### src/rtl/hazard_pkg.sv
// Shared types, opcode constants and operand-usage helpers for the pipeline
// hazard controller.
package hazard_pkg;

  typedef enum logic [1:0] {
    RUN    = 2'd0,
    DRAIN  = 2'd1,
    HALTED = 2'd2
  } hz_state_e;

  localparam logic [3:0] OP_LW  = 4'h8;
  localparam logic [3:0] OP_SW  = 4'h9;
  localparam logic [3:0] OP_BR  = 4'hD;
  localparam logic [3:0] OP_HLT = 4'hF;

  // Non-frozen DRAIN cycles needed for EX, MEM and WB to retire.
  localparam logic [1:0] DRAIN_LAST = 2'd3;

  typedef struct packed {
    logic pc_en;
    logic ifid_en;
    logic idex_en;
    logic exmem_en;
    logic memwb_en;
    logic ifid_flush;
    logic idex_bubble;
    logic exmem_bubble;
  } ctrl_t;

  localparam ctrl_t CTRL_RUN    = 8'b11111_000;
  localparam ctrl_t CTRL_FREEZE = 8'b00000_000;
  localparam ctrl_t CTRL_FLUSH  = 8'b11111_111;
  localparam ctrl_t CTRL_HOLD   = 8'b00111_010;

  // ALU ops, LW base, SW base and BR base all read rs.
  function automatic logic uses_rs(input logic [3:0] op);
    return (op < OP_LW) || (op == OP_LW) || (op == OP_SW) || (op == OP_BR);
  endfunction

  function automatic logic uses_rt(input logic [3:0] op);
    return (op <= 4'h3) || (op == 4'h7);
  endfunction

  // SW reads its store data through rd; 0xA and 0xB do the same.
  function automatic logic uses_rd_src(input logic [3:0] op);
    return (op == OP_SW) || (op == 4'hA) || (op == 4'hB);
  endfunction

endpackage

### src/rtl/hazard_load_use_detect.sv
// Combinational load-use detector: a load in EX whose destination feeds a
// source operand of the instruction waiting in IF/ID.
module hazard_load_use_detect
  import hazard_pkg::*;
(
  input  logic [15:0] ifid_instr,
  input  logic        idex_mem_read,
  input  logic [3:0]  idex_rd,
  output logic        load_use
);

  logic [3:0] op;
  logic [3:0] rd;
  logic [3:0] rs;
  logic [3:0] rt;
  logic       rs_hit;
  logic       rt_hit;
  logic       rd_hit;

  assign {op, rd, rs, rt} = ifid_instr;

  assign rs_hit = uses_rs(op)     && (rs == idex_rd);
  assign rt_hit = uses_rt(op)     && (rt == idex_rd);
  assign rd_hit = uses_rd_src(op) && (rd == idex_rd);

  // r0 is hard-wired, so a load into it never creates a dependency.
  assign load_use = idex_mem_read && (idex_rd != 4'd0) && (rs_hit || rt_hit || rd_hit);

endmodule

### src/rtl/pipeline_hazard_controller.sv
// Stall/flush controller for the 5-stage pipeline: load-use stalls, branch
// flushes, memory freeze with timeout, HLT drain. HAZARD_PERF_CNT_EN adds counters.
module pipeline_hazard_controller
  import hazard_pkg::*;
#(
  parameter int unsigned MEM_TIMEOUT = 255
) (
  input  logic        clk,
  input  logic        rst,
  input  logic [15:0] ifid_instr,
  input  logic        idex_mem_read,
  input  logic [3:0]  idex_rd,
  input  logic        branch_taken,
  input  logic        mem_busy,
  output logic        pc_en,
  output logic        ifid_en,
  output logic        idex_en,
  output logic        exmem_en,
  output logic        memwb_en,
  output logic        ifid_flush,
  output logic        idex_bubble,
  output logic        exmem_bubble,
  output logic        halted,
  output logic        mem_timeout
`ifdef HAZARD_PERF_CNT_EN
  ,
  output logic [15:0] stall_cycles,
  output logic [15:0] flush_count
`endif
);

  localparam logic [15:0] TIMEOUT_LIM = MEM_TIMEOUT[15:0];

  hz_state_e   state;
  hz_state_e   state_nxt;
  logic [1:0]  drain_cnt;
  logic [1:0]  drain_nxt;
  logic [15:0] wait_cnt;
  logic [15:0] wait_nxt;
  logic [15:0] wait_inc;
  logic        timeout_nxt;
  logic        load_use;
  logic        is_hlt;
  ctrl_t       ctrl;

  hazard_load_use_detect u_load_use (
    .ifid_instr    (ifid_instr),
    .idex_mem_read (idex_mem_read),
    .idex_rd       (idex_rd),
    .load_use      (load_use)
  );

  assign is_hlt   = (ifid_instr[15:12] == OP_HLT);
  assign wait_inc = (wait_cnt == 16'hFFFF) ? wait_cnt : wait_cnt + 16'd1;

  // NOTE: every signal written here gets a default first, so no path through
  // the case/if tree can leave one unassigned and infer a latch.
  always_comb begin
    ctrl        = CTRL_FREEZE;
    halted      = 1'b0;
    state_nxt   = state;
    drain_nxt   = drain_cnt;
    wait_nxt    = wait_cnt;
    timeout_nxt = mem_timeout;

    if (!rst) begin
      case (state)
        HALTED: begin
          halted   = 1'b1;
          wait_nxt = 16'd0;
        end
        default: begin
          if (mem_busy) begin
            ctrl     = CTRL_FREEZE;
            wait_nxt = wait_inc;
            if (wait_inc >= TIMEOUT_LIM) timeout_nxt = 1'b1;
          end else begin
            wait_nxt = 16'd0;
            if (branch_taken) begin
              // A taken branch also cancels a speculative HLT still draining.
              ctrl      = CTRL_FLUSH;
              state_nxt = RUN;
            end else if (state == DRAIN) begin
              ctrl      = CTRL_HOLD;
              drain_nxt = drain_cnt + 2'd1;
              if (drain_nxt == DRAIN_LAST) state_nxt = HALTED;
            end else if (load_use) begin
              ctrl = CTRL_HOLD;
            end else if (is_hlt) begin
              ctrl      = CTRL_HOLD;
              drain_nxt = 2'd0;
              state_nxt = DRAIN;
            end else begin
              ctrl = CTRL_RUN;
            end
          end
        end
      endcase
    end
  end

  assign pc_en        = ctrl.pc_en;
  assign ifid_en      = ctrl.ifid_en;
  assign idex_en      = ctrl.idex_en;
  assign exmem_en     = ctrl.exmem_en;
  assign memwb_en     = ctrl.memwb_en;
  assign ifid_flush   = ctrl.ifid_flush;
  assign idex_bubble  = ctrl.idex_bubble;
  assign exmem_bubble = ctrl.exmem_bubble;

  // NOTE: sequential state uses non-blocking assignments so all registers
  // update together from the values present before the edge.
  always_ff @(posedge clk) begin
    if (rst) begin
      state       <= RUN;
      drain_cnt   <= 2'd0;
      wait_cnt    <= 16'd0;
      mem_timeout <= 1'b0;
    end else begin
      state       <= state_nxt;
      drain_cnt   <= drain_nxt;
      wait_cnt    <= wait_nxt;
      mem_timeout <= timeout_nxt;
    end
  end

`ifdef HAZARD_PERF_CNT_EN
  logic stall_inc;
  logic flush_inc;

  assign stall_inc = !rst && (state != HALTED) && !ctrl.pc_en;
  assign flush_inc = !rst && (state != HALTED) && !mem_busy && branch_taken;

  always_ff @(posedge clk) begin
    if (rst) begin
      stall_cycles <= 16'd0;
      flush_count  <= 16'd0;
    end else begin
      if (stall_inc && (stall_cycles != 16'hFFFF)) stall_cycles <= stall_cycles + 16'd1;
      if (flush_inc && (flush_count  != 16'hFFFF)) flush_count  <= flush_count + 16'd1;
    end
  end
`endif

endmodule

### config.mk
export PLATFORM = sky130hd
export DESIGN_NAME = pipeline_hazard_controller
export DESIGN_NICKNAME = d
export VERILOG_FILES = /design/src/rtl/hazard_pkg.sv /design/src/rtl/hazard_load_use_detect.sv /design/src/rtl/pipeline_hazard_controller.sv
export SDC_FILE = /design/constraint.sdc
export NUM_CORES = 1
export LEC_CHECK = 0
export ABC_AREA = 1
export CORE_UTILIZATION = 25
export CTS_CLUSTER_SIZE = 28
export DETAILED_ROUTE_END_ITERATION = 16
export DONT_BUFFER_PORTS = 1
export REMOVE_ABC_BUFFERS = 1
export SYNTH_ARGS = -nofsm -noshare
export SYNTH_HDL_FRONTEND = slang
export SYNTH_HIERARCHICAL = 1
export SYNTH_SLANG_ARGS = --single-unit
### constraint.sdc
create_clock -name clk -period 3.7 [get_ports clk]
set_input_delay 0.74 -clock clk [delete_from_list [all_inputs] [get_ports clk]]
set_output_delay 0.74 -clock clk [all_outputs]
set_load 0.005 [all_outputs]
# == Word-level counts from Yosys, hierarchy flattened ==
# Cells that the tools add are included.
# op_classes
addsub,2
magnitude_cmp,3
eq_ne,17
mux,18
bitwise,3
n_reduce_logical,20
# op_table
cell,n
8-bit two-way mux,7
"4-bit equality test, second input constant",6
"16-bit by 1-bit adder with 16-bit output, second input constant",1
"16-bit equality test, second input constant",1
"16-bit by 8-bit greater-or-equal comparator with 1-bit output, second input constant",1
16-bit two-way mux,1
2-bit two-way mux,8
4-bit equality test,3
5-bit AND reduction,2
1-bit logical OR,8
"3-bit by 2-bit inequality test with 1-bit output, second input constant",2
1-bit logical AND,5
"2-bit equality test, second input constant",2
"4-bit by 3-bit equality test with 1-bit output, second input constant",1
"4-bit by 2-bit less-or-equal comparator with 1-bit output, second input constant",1
"4-bit < comparator, second input constant",1
4-bit nonzero test,1
1-bit inverter,3
3-bit AND reduction,1
3-bit nonzero test,1
3-bit OR reduction,1
"2-bit by 1-bit adder with 2-bit output, second input constant",1
"2-bit by 1-bit equality test with 1-bit output, second input constant",1
1-bit two-way mux,2
2 further kinds,2
# totals
regBits,21
inputBits,25
output_inout_bits,10
word_cells,67

# == Longest topological paths before layout ==
# depth
ltp_word,14
depth_mapped,15
ltp_nobuf,15

# == Cells and area by module ==
# The synthesis kept the hierarchy.
# modules_own_cells
module,n_inst,cells_per_inst,area_each_um2,seq_area_each_um2
pipeline_hazard_controller,1,216,1366.3,420.4
hazard_load_use_detect,1,70,286.5,0.0

# == Worst setup path after synthesis ==
# No wires, ideal clock.
# synth_path
kind,input port to output port
startpoint,input idex_rd[0]
endpoint,output pc_en
t_arrival_ns,1.563
required_ns,2.960
path_slack_ns,1.397
path_stages,11
path_buffers,1
cell_sequence,inv_1 -> nand2_1 -> nand2_1 -> nor2_1 -> nand3_1 -> nand3_1 -> nand2_1 -> inv_1 -> nor2_1 -> o21a_1 -> buf_4
# synth_via
elab_chain_cells,11
elab_cells_between_ends,17
classes_between,3 x eq/ne; 6 x mux; 8 x reduce/logical
# synth_lines
element,line_no,source
start: declaration,pipeline_hazard_controller.sv:12,"input logic [3:0] idex_rd,"
4-bit equality test (on tied branches),"hazard_load_use_detect.sv:22, hazard_load_use_detect.sv:23",
1-bit logical AND (on tied branches),"hazard_load_use_detect.sv:22, hazard_load_use_detect.sv:23",
1-bit logical OR (2 in series),hazard_load_use_detect.sv:27,assign load_use = idex_mem_read && (idex_rd != 4'd0) && (rs_hit || rt_hit || rd_hit);
1-bit logical AND *,hazard_load_use_detect.sv:27,
net load_use,pipeline_hazard_controller.sv:42,logic load_use;
8-bit two-way mux *,pipeline_hazard_controller.sv:87,end else if (load_use) begin
8-bit two-way mux *,pipeline_hazard_controller.sv:83,end else if (state == DRAIN) begin
8-bit two-way mux *,pipeline_hazard_controller.sv:79,if (branch_taken) begin
8-bit two-way mux *,pipeline_hazard_controller.sv:73,if (mem_busy) begin
8-bit two-way mux *,pipeline_hazard_controller.sv:67,case (state)
8-bit two-way mux *,pipeline_hazard_controller.sv:66,if (!rst) begin
end: declaration,pipeline_hazard_controller.sv:15,"output logic pc_en,"
# The timed path passes the listed nets; every way through them passes the cells marked *.

# == Worst setup path in the final report ==
# layout_path
startpoint,input idex_rd[0]
endpoint,output ifid_en
# layout_via
elab_chain_cells,11
elab_cells_between_ends,17
classes_between,3 x eq/ne; 6 x mux; 8 x reduce/logical
# layout_lines
element,line_no,source
4-bit equality test (on tied branches),"hazard_load_use_detect.sv:22, hazard_load_use_detect.sv:23",
1-bit logical AND (on tied branches),"hazard_load_use_detect.sv:22, hazard_load_use_detect.sv:23",
1-bit logical OR (2 in series),hazard_load_use_detect.sv:27,
1-bit logical AND *,hazard_load_use_detect.sv:27,
net load_use,pipeline_hazard_controller.sv:42,
8-bit two-way mux *,pipeline_hazard_controller.sv:87,
8-bit two-way mux *,pipeline_hazard_controller.sv:83,
8-bit two-way mux *,pipeline_hazard_controller.sv:79,
8-bit two-way mux *,pipeline_hazard_controller.sv:73,
8-bit two-way mux *,pipeline_hazard_controller.sv:67,
8-bit two-way mux *,pipeline_hazard_controller.sv:66,
end: declaration,pipeline_hazard_controller.sv:16,"output logic ifid_en,"
# Marks and branches as above.

==> run metrics <==
status=completed; syn_area_per_cell=5.78 sq um; Max Freq=0.428 GHz; EDFF count, synth=0; DIE HEIGHT=83.3 um; sequential area share after synthesis=25.4%; first-pass GRT wire length=6220 um; initial core utilization=26.0%; # nets final=312; Post-synth ARST share=0%; vias post-DR=1586; hold_sp=mem_timeout; DRT Pass-1 Iters=4; Final Max Slew Viols=0; number of global-route vias before repair=1505; largest net degree at the start of global routing=18; Worst path most repeated cell=nand2_1; total die area=0.00694 sq mm; most common cell in the synthesized netlist=nand2_1; Routed wire per std cell=9.57 um; dominant cell type by area after synthesis=dfxtp_1; GP Congestion=0.788; count of different cell masters after synthesis=27; Clock transition at path regs=0.08 ns; Hold Crit Depth=2; Setup crit end kind=primary output; top cells by count, synth=nand2_1, inv_1, nor2_1; mapped cell area=0.00165 sq mm; grt ovf=0; initial antenna violation count=0; Post-CTS Hold Fix Bufs=0; total track usage=10.7%; drt drc=0; R2R Path End=mem_timeout; CTS max path bufs=2; Worst Path Max Fanout=5; VDD IR max=0.153 mV; Worst setup SP type=input pin; P per Cell Area=248 mW/mm^2; crit-path cells=inv_1 > nand2_1 > nand2_1 > nor2_1 > nand3_1 > nand3_1 > nand2_1 > inv_1 > nor2_1 > o21a_1; Critical Path AT=1.60 ns; ANT cells=0; Hold EP=mem_timeout; CP max stage cell=o21a_1; setup total negative slack=0 ns; final wirelength=3460 um; Root Buffer=clkbuf_8; Chip Width=83.3 um; RSZ-0062 raised after global routing=no; Final Hold Viols=0; Min Clock Period, post-route=2.34 ns; dpl hpwl=2780 um; Post-CTS Setup Inserts=0; Final Cycle Share=63.2%; CTS tree=yes; Core Area=0.00635 sq mm; H-Tree Depth=1; Tightest Pin Transition=0.817 ns; clock sink count=21; Leak=0.926 nW; FP Rows=29; Max Clock Skew=0.00270 ns; Synth Instances=286; r2r setup slk=1.83 ns; share of post-route cells with drive strength above 1=6.69%; Area Overhead vs Synth=5.90%; WP data required=2.96 ns; post-synth top area share=25.4%; final design utilization=27.6%; Crit Reg-Reg Startpoint=wait_cnt[0]; initial detailed-routing violation count=98; hold crit path type=reg2reg; yosys warns=6; Setup violations, final=0; later-pin clock latency in the skew report=0.26 ns; Slew HR=45.1%; Synth Flop Type=dfxtp_1; Via density=4.39; clock buffer count from CTS=3; Yosys reg bits=21; post-route ant nets=0; synth top area cells=dfxtp_1, nand2_1, inv_1; I/O pins=35; Crit path largest cell delay=0.18 ns; quantity of gates resized following cts=0; WS Path Type=in2out; IO Port Bufs=0; total power=435 uW; Max-cap violations=0; Worst R2R Path Depth=11
critical path: cells and delay by family:
kind,cells,cell delay [ns]
AND/OR/NAND/NOR,7,0.51
AO/OA/AOI/OAI,1,0.18
buffers and inverters,2,0.16
final cells by class:
class / instances / area [sq um]
Fill cell: 700 / 4600
Multi-Input combinational cell: 208 / 996
Sequential cell: 21 / 420
Inverter: 51 / 191
Tap cell: 77 / 96.3
Clock buffer: 3 / 41.3
Clock inverter: 1 / 5.00
cells by family after synthesis:
family / after synthesis / share of synthesized area, %
compound gates: 23 / 7.65
xor+xnor: 5 / 2.65
fa+ha+maj: 2 / 1.51
buf+inv: 57 / 14.3
flops: 21 / 25.4
simple gates: 178 / 48.4
per-layer routing:
metal / track usage [%] / wire length (um) / up-vias
li1: - / - / 876
met1: 13.0 / 1720 / 666
met2: 18.0 / 1500 / 38
met3: 3.28 / 182 / 6
met4: 3.45 / 54 / 0
met5: 0 / 0 / -
cell usage in the layout (no fill, tap or decap):
master    synthesis  layout
clkbuf_8          0       3
xnor2_1           1       1
clkinv_2          0       1
xor2_1            4       4
nor3_1            4       4
nand3_1          22      22
dfxtp_1          21      21
nand4_4           1       1
inv_2             3       3
nand4_1           7       7
ha_1              2       2
inv_1            48      48
nor2_4            3       3
o21bai_1          1       1
o21ai_1           1       1
nor2_8            1       1
nand3_2           1       1
o21ai_0           3       3
nand2_4           1       1
or2_2             3       3
a21oi_1          14      14
o21a_1            3       3
nand2_2           2       2
nor2_1           42      42
a31oi_1           1       1
nand2_1          91      91
worst max-delay path by stage:
stage               startpoint  slack, ns            to
CTS                 idex_rd[0]       1.35       ifid_en
global route          state[1]       1.19  exmem_bubble
finish              idex_rd[0]       1.36       ifid_en
detailed placement  idex_rd[0]       1.36       ifid_en
global placement    idex_rd[0]       1.35       ifid_en
floorplan             mem_busy       1.47  exmem_bubble
stage by stage:
| step | cell area, sq um | cells | setup WS, ns | hold slack, ns |
|---|---|---|---|---|
| floorplan | 1610 | 280 | 1.47 | 0.446 |
| global placement | 1700 | 357 | 1.35 | 0.472 |
| detailed placement | 1700 | 357 | 1.36 | 0.476 |
| CTS | 1750 | 361 | 1.35 | 0.491 |
| global route | 1750 | 361 | 1.19 | 0.510 |
| finish | 1750 | 361 | 1.36 | 0.479 |
state kept, by name, indices dropped and copies added (netlist names):
register     cells
wait_cnt        16
state            2
drain_cnt        2
mem_timeout      1
report_power, final:
part	internal, mW	switching [mW]	leakage [nW]
combinational	0.0181	0.0328	0.731
sequential	0.229	0.00258	0.170
clock	0.0751	0.0773	0.0255
(Power assumes the default switching activity.)
